$ cat src/rtl/k007232_gen.sv
// NCH-channel time-multiplexed PCM playback engine sharing one sample ROM bus.
// Each slot fetches at edge t and is processed with the returned ROM byte at edge t+1.
module k007232_gen #(
    parameter int unsigned NCH = 2,
    parameter int unsigned AW  = 17,
    parameter int unsigned PW  = 12,
    localparam int unsigned CW = $clog2(NCH)
) (
    input  logic               CLK,
    input  logic               RES,
    input  logic               WE,
    input  logic [CW+2:0]      AB,
    input  logic [7:0]         DB,
    output logic [AW-1:0]      SA,
    output logic [CW-1:0]      SCH,
    input  logic [7:0]         SD,
    output logic [7*NCH-1:0]   OUT,
    output logic [NCH-1:0]     SMP,
    output logic [NCH-1:0]     BUSY
);

    logic [PW-1:0] r_pitch [NCH];
    logic [AW-1:0] r_start [NCH];
    logic [AW-1:0] r_loop  [NCH];
    logic [2:0]    r_mode  [NCH];
    logic [AW-1:0] r_addr  [NCH];
    logic [PW-1:0] r_pre   [NCH];
    logic [6:0]    r_out   [NCH];
    logic [NCH-1:0] r_busy;
    logic [NCH-1:0] r_smp;
    logic [AW-1:0]  r_sa;
    logic [CW-1:0]  r_sch;
    logic [CW-1:0]  r_slot;
    logic           r_pv;

    logic [CW-1:0] w_ch;
    logic [2:0]    w_off;
    logic          w_wr;
    logic          w_trig;
    logic          w_stop;
    logic          w_coll;
    logic [AW-1:0] w_abase;
    logic [AW-1:0] w_anew;
    logic [PW-1:0] w_pnew;

    assign w_ch    = AB[CW+2:3];
    assign w_off   = AB[2:0];
    assign w_wr    = WE && (32'(w_ch) < NCH);
    assign w_trig  = w_wr && (w_off == 3'd6);
    assign w_stop  = w_wr && (w_off == 3'd7);
    assign w_coll  = (w_trig || w_stop) && r_pv && (w_ch == r_sch);
    assign w_abase = r_mode[w_ch][2] ? r_loop[w_ch] : r_start[w_ch];

    always_comb begin
        case (w_off)
            3'd0:    w_pnew = {r_pitch[w_ch][PW-1:8], DB};
            3'd1:    w_pnew = {DB[PW-9:0], r_pitch[w_ch][7:0]};
            default: w_pnew = r_pitch[w_ch];
        endcase
    end

    // Byte lanes above AW are dropped; the upper-byte lane only exists for AW > 16.
    if (AW > 16) begin : g_wide
        always_comb begin
            case (w_off)
                3'd2:    w_anew = {w_abase[AW-1:8], DB};
                3'd3:    w_anew = {w_abase[AW-1:16], DB, w_abase[7:0]};
                3'd4:    w_anew = {DB[AW-17:0], w_abase[15:0]};
                default: w_anew = w_abase;
            endcase
        end
    end else begin : g_narrow
        always_comb begin
            case (w_off)
                3'd2:    w_anew = {w_abase[AW-1:8], DB};
                3'd3:    w_anew = {DB[AW-9:0], w_abase[7:0]};
                default: w_anew = w_abase;
            endcase
        end
    end

    always_ff @(posedge CLK) begin
        if (RES) begin
            for (int unsigned i = 0; i < NCH; i++) begin
                r_pitch[i] <= '0;
                r_start[i] <= '0;
                r_loop[i]  <= '0;
                r_mode[i]  <= '0;
                r_addr[i]  <= '0;
                r_pre[i]   <= '0;
                r_out[i]   <= '0;
            end
            r_busy <= '0;
            r_smp  <= '0;
            r_sa   <= '0;
            r_sch  <= '0;
            r_slot <= '0;
            r_pv   <= 1'b0;
        end else begin
            r_smp  <= '0;
            r_pv   <= 1'b1;
            r_sch  <= r_slot;
            r_slot <= (32'(r_slot) == NCH - 1) ? '0 : r_slot + 1'b1;
            // A trigger landing on the fetch edge presents the new start at once.
            r_sa   <= (w_trig && (w_ch == r_slot)) ? r_start[r_slot] : r_addr[r_slot];

            if (r_pv && r_busy[r_sch] && !w_coll) begin
                if (SD[7]) begin
                    if (r_mode[r_sch][0]) begin
                        r_addr[r_sch] <= r_mode[r_sch][1] ? r_loop[r_sch] : r_start[r_sch];
                        r_pre[r_sch]  <= r_pitch[r_sch];
                    end else begin
                        r_busy[r_sch] <= 1'b0;
                    end
                end else begin
                    r_out[r_sch] <= SD[6:0];
                    r_smp[r_sch] <= 1'b1;
                    if (&r_pre[r_sch]) begin
                        r_pre[r_sch]  <= r_pitch[r_sch];
                        r_addr[r_sch] <= r_addr[r_sch] + 1'b1;
                    end else begin
                        r_pre[r_sch] <= r_pre[r_sch] + 1'b1;
                    end
                end
            end

            if (w_wr) begin
                case (w_off)
                    3'd0, 3'd1: r_pitch[w_ch] <= w_pnew;
                    3'd2, 3'd3, 3'd4: begin
                        if (r_mode[w_ch][2]) r_loop[w_ch]  <= w_anew;
                        else                 r_start[w_ch] <= w_anew;
                    end
                    3'd5: r_mode[w_ch] <= DB[2:0];
                    3'd6: begin
                        r_addr[w_ch] <= r_start[w_ch];
                        r_pre[w_ch]  <= r_pitch[w_ch];
                        r_busy[w_ch] <= 1'b1;
                    end
                    default: r_busy[w_ch] <= 1'b0;
                endcase
            end
        end
    end

    for (genvar c = 0; c < NCH; c++) begin : g_out
        assign OUT[7*c+6:7*c] = r_out[c];
    end

    assign SA   = r_sa;
    assign SCH  = r_sch;
    assign SMP  = r_smp;
    assign BUSY = r_busy;

endmodule
$ cat config.mk
export PLATFORM = sky130hd
export DESIGN_NAME = k007232_gen
export DESIGN_NICKNAME = d
export VERILOG_FILES = /design/src/rtl/k007232_gen.sv
export SDC_FILE = /design/constraint.sdc
export NUM_CORES = 1
export LEC_CHECK = 0
export ABC_AREA = 0
export CORE_ASPECT_RATIO = 0.8
export CORE_MARGIN = 2
export CORE_UTILIZATION = 39
export CTS_BUF_LIST = sky130_fd_sc_hd__clkbuf_16
export DETAILED_ROUTE_END_ITERATION = 12
export GPL_TIMING_DRIVEN = 0
export PLACE_DENSITY = 0.6
export SYNTH_ARGS = -nofsm -noshare
export SYNTH_HDL_FRONTEND = slang
export SYNTH_SLANG_ARGS = --single-unit
$ cat constraint.sdc
create_clock -name CLK -period 3.8 [get_ports CLK]
set_input_delay 0.76 -clock CLK [delete_from_list [all_inputs] [get_ports CLK]]
set_output_delay 0.76 -clock CLK [all_outputs]
set_load 0.01 [all_outputs]
# After elaboration in Yosys (flattened, before gate mapping)
# Memories as Yosys holds them, arrays and structs flattened. A register that Yosys moved wholly into a read port is not among the register bits.
# Cells that the tools add are included.
[totals]
ff_bits = 24
ram_bits = 170
wordCells = 164
memories = 7
[op_classes]
add_sub_neg = 3
order_cmp = 4
n_eq_ne = 9
n_mux = 99
n_bitwise = 9
reduce_logical = 27
[mem_list]
columns = ["memory", "words", "word_bits", "rd", "rd_clocked_by_memory_dff", "write_ports", "line_no", "rtl"]
rows = [
  ["r_addr", 2, 17, 2, 2, 2, "26", "logic [AW-1:0] r_addr [NCH];"],
  ["r_loop", 2, 17, 2, 1, 2, "24", "logic [AW-1:0] r_loop [NCH];"],
  ["r_start", 2, 17, 3, 2, 2, "23", "logic [AW-1:0] r_start [NCH];"],
  ["r_pitch", 2, 12, 2, 1, 2, "22", "logic [PW-1:0] r_pitch [NCH];"],
  ["r_pre", 2, 12, 1, 1, 2, "27", "logic [PW-1:0] r_pre [NCH];"],
  ["r_out", 2, 7, 2, 0, 2, "28", "logic [6:0] r_out [NCH];"],
  ["+1 memories", "n/a", "n/a", "n/a", "n/a", "n/a", "n/a", ""],
]
[ops]
columns = ["cell", "n"]
rows = [
  ["17-bit 2-to-1 mux", 8],
  ["1-bit 2-to-1 mux", 74],
  ["17-bit OR reduction", 4],
  ["12-bit 2-to-1 mux", 5],
  ["17-bit one-hot mux with 3 select lines", 1],
  ["12-bit OR reduction", 3],
  ["12-bit one-hot mux with 2 select lines", 1],
  ["17-bit by 1-bit adder with 17-bit output (second input constant)", 1],
  ["12-bit by 1-bit adder with 12-bit output (second input constant)", 1],
  ["3-bit equality test (second input constant)", 4],
  ["12-bit AND reduction", 1],
  ["2-bit 2-to-1 mux", 5],
  ["1-bit logical AND", 9],
  ["3-bit OR reduction", 3],
  ["7-bit 2-to-1 mux", 1],
  ["7-bit OR reduction", 1],
  ["3-bit by 2-bit equality test with 1-bit output (second input constant)", 2],
  ["6-bit OR reduction", 1],
  ["2-bit bitwise AND", 2],
  ["1-bit by 2-bit less-than comparator with 1-bit output (second input constant)", 2],
  ["2-bit NOT", 2],
  ["2-bit one-hot mux with 2 select lines", 1],
  ["2-bit OR reduction", 2],
  ["3-bit by 1-bit equality test with 1-bit output (second input constant)", 1],
  ["11 further kinds", 16],
]

# Logic depth before layout (Yosys ltp)
# Gate-level depths: netlist (run 1).
[logic_depth]
ltp_word = 14
depth_mapped = 14
depth_no_buf = 7

# Least setup slack after synthesis (run 1)
# OpenSTA, ideal clock, no wires.
[synth_path]
kind = "register to register"
start = "register r_sch (netlist: SCH)"
end = "memory r_addr[0][0] (enable)"
setup_time_ns = 0.373
t_arrival_ns = 3.320
required_ns = 3.427
setup_slack_ns = 0.106
path_stages_with_launch = 14
path_buffers = 6
period_less_slack_ns = 3.694
path_cell_list = "dfxtp_1 buf_6 buf_6 buf_2 buf_2 clkbuf_1 mux2_2 ha_1 nand4b_1 a22oi_2 nand4_1 buf_2 a21o_1 nand2_1"
[synth_lines]
columns = ["element", "line_no", "rtl"]
rows = [
  ["start, declared", "32", "logic [CW-1:0] r_sch;"],
  ["start signal, assigned", "102", "r_sch <= r_slot;"],
  ["end, declared", "26", ""],
]

==> out/metrics.yaml, run 1 <==
clocking:
  cts_buffers: 17
  clk_latency_ns: 0.44
  cts_sinks: 194
  cts_root_buffer: "clkbuf_16"
  clockBufferDepth: 2
  cts-htree-levels: 4
  cts_hold_buf: 0
  cts_tree: "yes"
  clkTransAtPathRegs_ns: 0.08
grt:
  antenna_found_initial: 1
  grt_pass1_vias: 7466
  grt_pass1_wl_mm: 47.0
  grt_use_total_pct: 22.6
  grt_overflow: 0
  grt_max_degree: 20
timing:
  period_share_pct: 95.2
  timing.final.max_slew_violations: 0
  worstMarginPinSlew_ns: 1.04
  hold_viol_final: 0
  tns_ns: 0
  fin_crit_ns: 3.62
  finalSetupViolations: 0
  skew_ns: 0.0110
  rsz0062_at_grt: "false"
  timing.fmax_mhz: 277
  relSlewSlack_pct: 30.5
power:
  internal_power_uw: 3530
  clkPwrFrac_pct: 37.8
  irDropWorstVdd_uv: 317
  pwr-share-comb_pct: 10.3
  p_leak_uw: 0.00427
  power.density_nw_per_um2: 397
  swShare_pct: 26.3
  p_switching_uw: 1260
  seq_power_share_pct: 51.9
synth:
  synth_nets: 944
  syn_area_um2: 10400
  synth-edff-count: 170
  yosys-top-cells-count: "edfxtp_1 (170), nor2_1 (111), mux2i_1 (97), nand2_1 (62), o21ai_0 (36)"
  synth_top_area_share_pct: 49.0
  synth-async-reset-ratio_pct: 0
  yosysWarningCount: 0
  synth_area_leaders: "edfxtp_1 (49%), mux2i_1 (9.3%), dfxtp_1 (4.6%)"
  ys_seq_area_share_pct: 53.6
  synth_flop_cell: "edfxtp_1"
  synth_top_cell_by_area: "edfxtp_1"
  syn_area_per_cell_um2: 11.3
  ys_types: 65
  ys_ff_latch: 194
  yosysMostFrequentCell: "edfxtp_1"
  syn_inst: 919
critical_path:
  worst_setup_path_start_kind: "input pin"
  rr_endpoint: "r_pre[0][11]"
  cp.required_ns: 3.88
  cp-end-kind: "register"
  arrival_ns: 3.69
  r2r_start: "SCH"
  critPathMaxFanout: 17
  critPathKind: "input pin to register"
  r2r_cells: 13
  r2r_setup_slack_ns: 0.40
floorplan:
  die_y_um: 150
  fp-row-count: 53
  core_um2: 26300
  die_area_um2: 28000
  top_level_ports: 59
  start_util_pct: 39.7
  die_width_um: 187
drt:
  via_count: 7924
  drcViolationCount: 0
  first_pass_iters: 5
  routed_wl_mm: 31.3
  via_per_inst: 5.82
  ant_nets: 0
  wl_per_cell_um: 23.0
  drt_iter0_drc: 918
cells_and_area:
  antenna_cells: 0
  final_nets: 1017
  multi_input_area_um2: 4530
  fin_util_pct: 45.9
  area_delta_synth_final_pct: 15.8
  num-fill-cells: 2470
  drive_above_1_share_pct: 11.5
  seq_area_um2: 5590
worst_hold_path:
  min-delay-start: "r_addr[0][15]"
  holdPathEnd: "SA[15]"
  hold_path.class: "register to register"
  holdPathStages: 2
flow_run:
  drv_cap: 0
place:
  gp_congestion: 0.880
  dpl.hpwl_mm: 23.1
  port_buffers: 55
status:
  status: "completed"
-- metrics by stage --
stage                     hold WS [ns]  cell area [µm²]  std cells  total power, µW  worst slack [ns]
after CTS                        0.564            12000       1363             4800           0.00594
after global placement           0.536            11400       1331             3010             -1.47
after floorplan                  0.505            10400        919             2800             0.106
after global routing             0.608            12100       1362             4940            0.0640
after detailed placement         0.537            11400       1331             3020             -1.48
final                            0.563            12100       1362             4800             0.184
-- routing by layer --
metal,vias up,global-route usage (%),wire length [µm]
met2,401,32.2,12800
met1,3885,34.0,14500
li1,3605,-,-
met4,2,6.07,500
met5,-,0,13
met3,31,5.69,3470
-- layout make-up --
cell class / count / share of cell area, %
Tap cell: 357 / 3.70
Timing Repair Buffer: 56 / 4.63
Buffer: 59 / 2.67
Multi-Input combinational cell: 657 / 37.6
Sequential cell: 194 / 46.3
Clock buffer: 17 / 3.53
Clock inverter: 15 / 1.40
Inverter: 7 / 0.218
-- sequential cells by signal, summed over array words and instances (netlist names) --
| name | count |
|---|---|
| r_addr | 34 |
| r_start | 34 |
| r_out | 14 |
| r_pre | 24 |
| r_loop | 34 |
| r_pv | 1 |
| BUSY | 2 |
| SCH | 1 |
| r_slot | 1 |
| r_mode | 6 |
| SMP | 2 |
| r_pitch | 24 |
| SA | 17 |
-- layout by cell type, fill, tap and decap left out, types with 26 or more instances in the layout --
cell type / synthesis / routed
a21oi_1: 34 / 34
nand2_1: 62 / 56
a211oi_1: 32 / 32
nor2b_1: 26 / 26
nor2_1: 111 / 111
mux2i_1: 97 / 97
clkdlybuf4s50_1: 0 / 55
o21ai_0: 36 / 36
and2_1: 35 / 35
clkbuf_1: 30 / 26
edfxtp_1: 170 / 170
-- logic make-up after synthesis --
kind of cell	synth area share, %
buffers and inverters	3.23
XOR/XNOR	2.01
AO/OA/AOI/OAI	12.6
multiplexers	13.1
AND/OR/NAND/NOR	15.2
adder cells (fa/ha/maj)	0.240
flip-flops	53.6
-- what timing repair did --
action,in CTS,in global routing
hold endpoints to repair,0,0
resized for setup,8,14
pin swaps,1,0
setup buffers,1,0
setup endpoints to repair,143,127
-- worst max-delay path, cell delays in order --
cell	delay (ns)
clkdlybuf4s50_1	0.45
clkbuf_1	0.27
nor3b_1	0.56
o21ai_0	0.30
inv_1	0.13
nand3b_1	0.38
clkbuf_2	0.38
nand2_2	0.45
-- power groups by stage --
stage / clock (µW) / combinational [µW] / sequential, µW
after CTS: 1830 / 489 / 2480
after detailed placement: 0 / 486 / 2530
final: 1810 / 495 / 2490
after global routing: 1910 / 532 / 2500
after global placement: 0 / 482 / 2530
after floorplan: 0 / 303 / 2500
-- worst max-delay path by stage --
stage	startpoint	endpoint	slack [ns]	cells past startpoint
floorplan	SCH	r_addr[0][0]	0.11	13
global placement	SCH	r_addr[0][10]	-1.47	13
detailed placement	SCH	r_addr[0][10]	-1.48	13
CTS	SCH	r_addr[0][8]	0.006	12
global route	AB[0]	r_loop[1][14]	0.06	8
finish	AB[0]	r_start[1][14]	0.18	8
Note: power is estimated with default switching activity, not from simulation.
==> run 2: changes to the inputs <==
SLEW_MARGIN = 20   (was not set)
==> results of run 2 <==
Same layout as run 1: the final DEF is identical, and so are final timing and power.
==> run 3: changes to the inputs <==
REMOVE_ABC_BUFFERS = 1   (was not set)
==> out/metrics.yaml, run 3 (synthesis results as in run 1) <==
drt:
  drt_iter0_drc: 774  # -16%
  routed_wl_mm: 28.4  # -9.3%
  via_per_inst: 5.66  # -2.6%
  drcViolationCount: 0  # unchanged
  wl_per_cell_um: 21.5  # -6.3%
  via_count: 7472  # -5.7%
  first_pass_iters: 5  # unchanged
  ant_nets: 0  # unchanged
clocking:
  cts_root_buffer: "clkbuf_16"
  clk_latency_ns: 0.45  # about the same
  clockBufferDepth: 2  # unchanged
  clkTransAtPathRegs_ns: 0.08  # about the same
  cts_sinks: 194  # unchanged
  cts-htree-levels: 4  # unchanged
  cts_tree: "yes"
  cts_buffers: 17  # unchanged
  cts_hold_buf: 0  # unchanged
grt:
  grt_pass1_wl_mm: 42.9  # -8.7%
  grt_max_degree: 63  # +220%
  grt_use_total_pct: 20.5  # -2.1 points
  grt_pass1_vias: 6894  # -7.7%
  grt_overflow: 0  # unchanged
  antenna_found_initial: 0  # -1
critical_path:
  worst_setup_path_start_kind: "input pin"
  cp-end-kind: "register"
  arrival_ns: 3.63  # -0.06 ns
  critPathKind: "input pin to register"
  critPathMaxFanout: 15  # -2
  cp.required_ns: 3.88  # about the same
flow_run:
  drv_cap: 0  # unchanged
cells_and_area:
  stdcell_count: 1319  # -3.2%
  num-fill-cells: 2406  # -2.6%
  final_common_cell: "edfxtp_1"
  top_regs: "r_addr x34, r_loop x34, r_start x34"
  antenna_cells: 0  # unchanged
  final_nets: 974  # -4.2%
  multi_input_area_um2: 4570  # +0.72%
  drive_above_1_share_pct: 11.1  # -0.42 points
  layout_common_cells: "edfxtp_1 (170), nor2_1 (111), mux2i_1 (97)"
  seq_area_um2: 5590  # about the same
  area_delta_synth_final_pct: 14.6
power:
  total_power_uw: 4700  # -2.0%
  power.density_nw_per_um2: 394  # -0.89%
  p_leak_uw: 0.00418  # -2.3%
  irDropWorstVdd_uv: 288  # -9.2%
timing:
  finalSetupViolations: 0  # unchanged
  timing.final.max_slew_violations: 0  # unchanged
  period_share_pct: 93.5  # -1.6 points
  hold_viol_final: 0  # unchanged
  skew_ns: 0.0128  # +0.00180 ns
  rsz0062_at_grt: "false"
  relSlewSlack_pct: 39.6  # +9.0 points
  tns_ns: 0  # unchanged
  timing.fmax_mhz: 281  # +1.7%
  worstMarginPinSlew_ns: 0.904  # -0.132 ns
  fin_crit_ns: 3.55  # -0.0617 ns
floorplan:
  core_um2: 26300  # unchanged
  top_level_ports: 59  # unchanged
  die_width_um: 187  # unchanged
  start_util_pct: 39.7  # unchanged
  die_area_um2: 28000  # unchanged
  die_y_um: 150  # unchanged
  fp-row-count: 53  # unchanged
worst_hold_path:
  hold_path.class: "register to register"
place:
  dpl.hpwl_mm: 20.1  # -13%
  dp_cells: 1279  # -3.9%
  gp_congestion: 0.804  # -8.7%
  port_buffers: 58  # +5.5%
status:
  status: "completed"
run 3: cell types whose count changed in the layout (fill, tap and decap cells not counted), moves of 2 or more:
cell,change
buf_2,-16
clkbuf_1,-26
buf_4,+6
buf_1,-4
a2111oi_2,+2
buf_6,-4
clkbuf_2,-3
clkdlybuf4s50_1,+2
run 3: power breakdown:
part | internal [µW] | switching [µW] | leakage [µW] | total [µW]
Combinational | 188 | 262 | 0.00195 | 449
Sequential | 2410 | 101 | 0.00195 | 2510
Clock | 869 | 875 | 0.000268 | 1740
Total | 3460 | 1240 | 0.00418 | 4700
run 3: repair_timing:
action                     CTS  global route
setup buffers                2             4
gates resized for setup      3             8
setup endpoints to repair   69           103
pin swaps                    1             0
run 3: final cells by class:
class                   instances  area share, %
clock buffers                  17           3.56
clock inverters                15           1.23
inverters                       7          0.220
multi-input cells             657           38.3
flip-flops and latches        194           46.8
well taps                     357           3.74
repair buffers                 72           6.15
run 3: critical path, cell delays in order:
cell and delay (ns):
clkdlybuf4s50_1 0.74, nand3b_1 0.36, a2111oi_1 0.80, nor2_1 0.41, nand2_1 0.55
run 3: final timing paths:
check | start | endpoint | slack [ns] | depth (start not counted)
hold / removal | r_addr[0][8] | SA[8] | 0.58 | 2
setup / recovery | RES | r_pre[1][8] | 0.25 | 5
hold reg to reg | r_addr[0][8] | SA[8] | 0.58 | 2
setup reg to reg | SCH | r_addr[1][14] | 0.28 | 10
run 3: through the flow:
stage | setup WS [ns] | utilization, % | instance area (µm²) | hold slack (ns)
final | 0.246 | 45.4 | 11900 | 0.576
after global routing | 0.0500 | 45.4 | 11900 | 0.623
after floorplan | -1.18 | - | 10100 | 0.505
after detailed placement | -0.642 | 42.8 | 11200 | 0.536
after global placement | -3.56 | 42.4 | 11100 | 0.527
after CTS | 0.00766 | 45.1 | 11800 | 0.577
run 3: metal layers:
layer  up-vias  GRT usage, %  part of all wire [%]
li1       3522             -                     -
met1      3607          30.9                    48
met2       327          28.8                    41
met3        16          5.85                   9.9
met4         0          4.88                  0.84
met5         -             0                     0
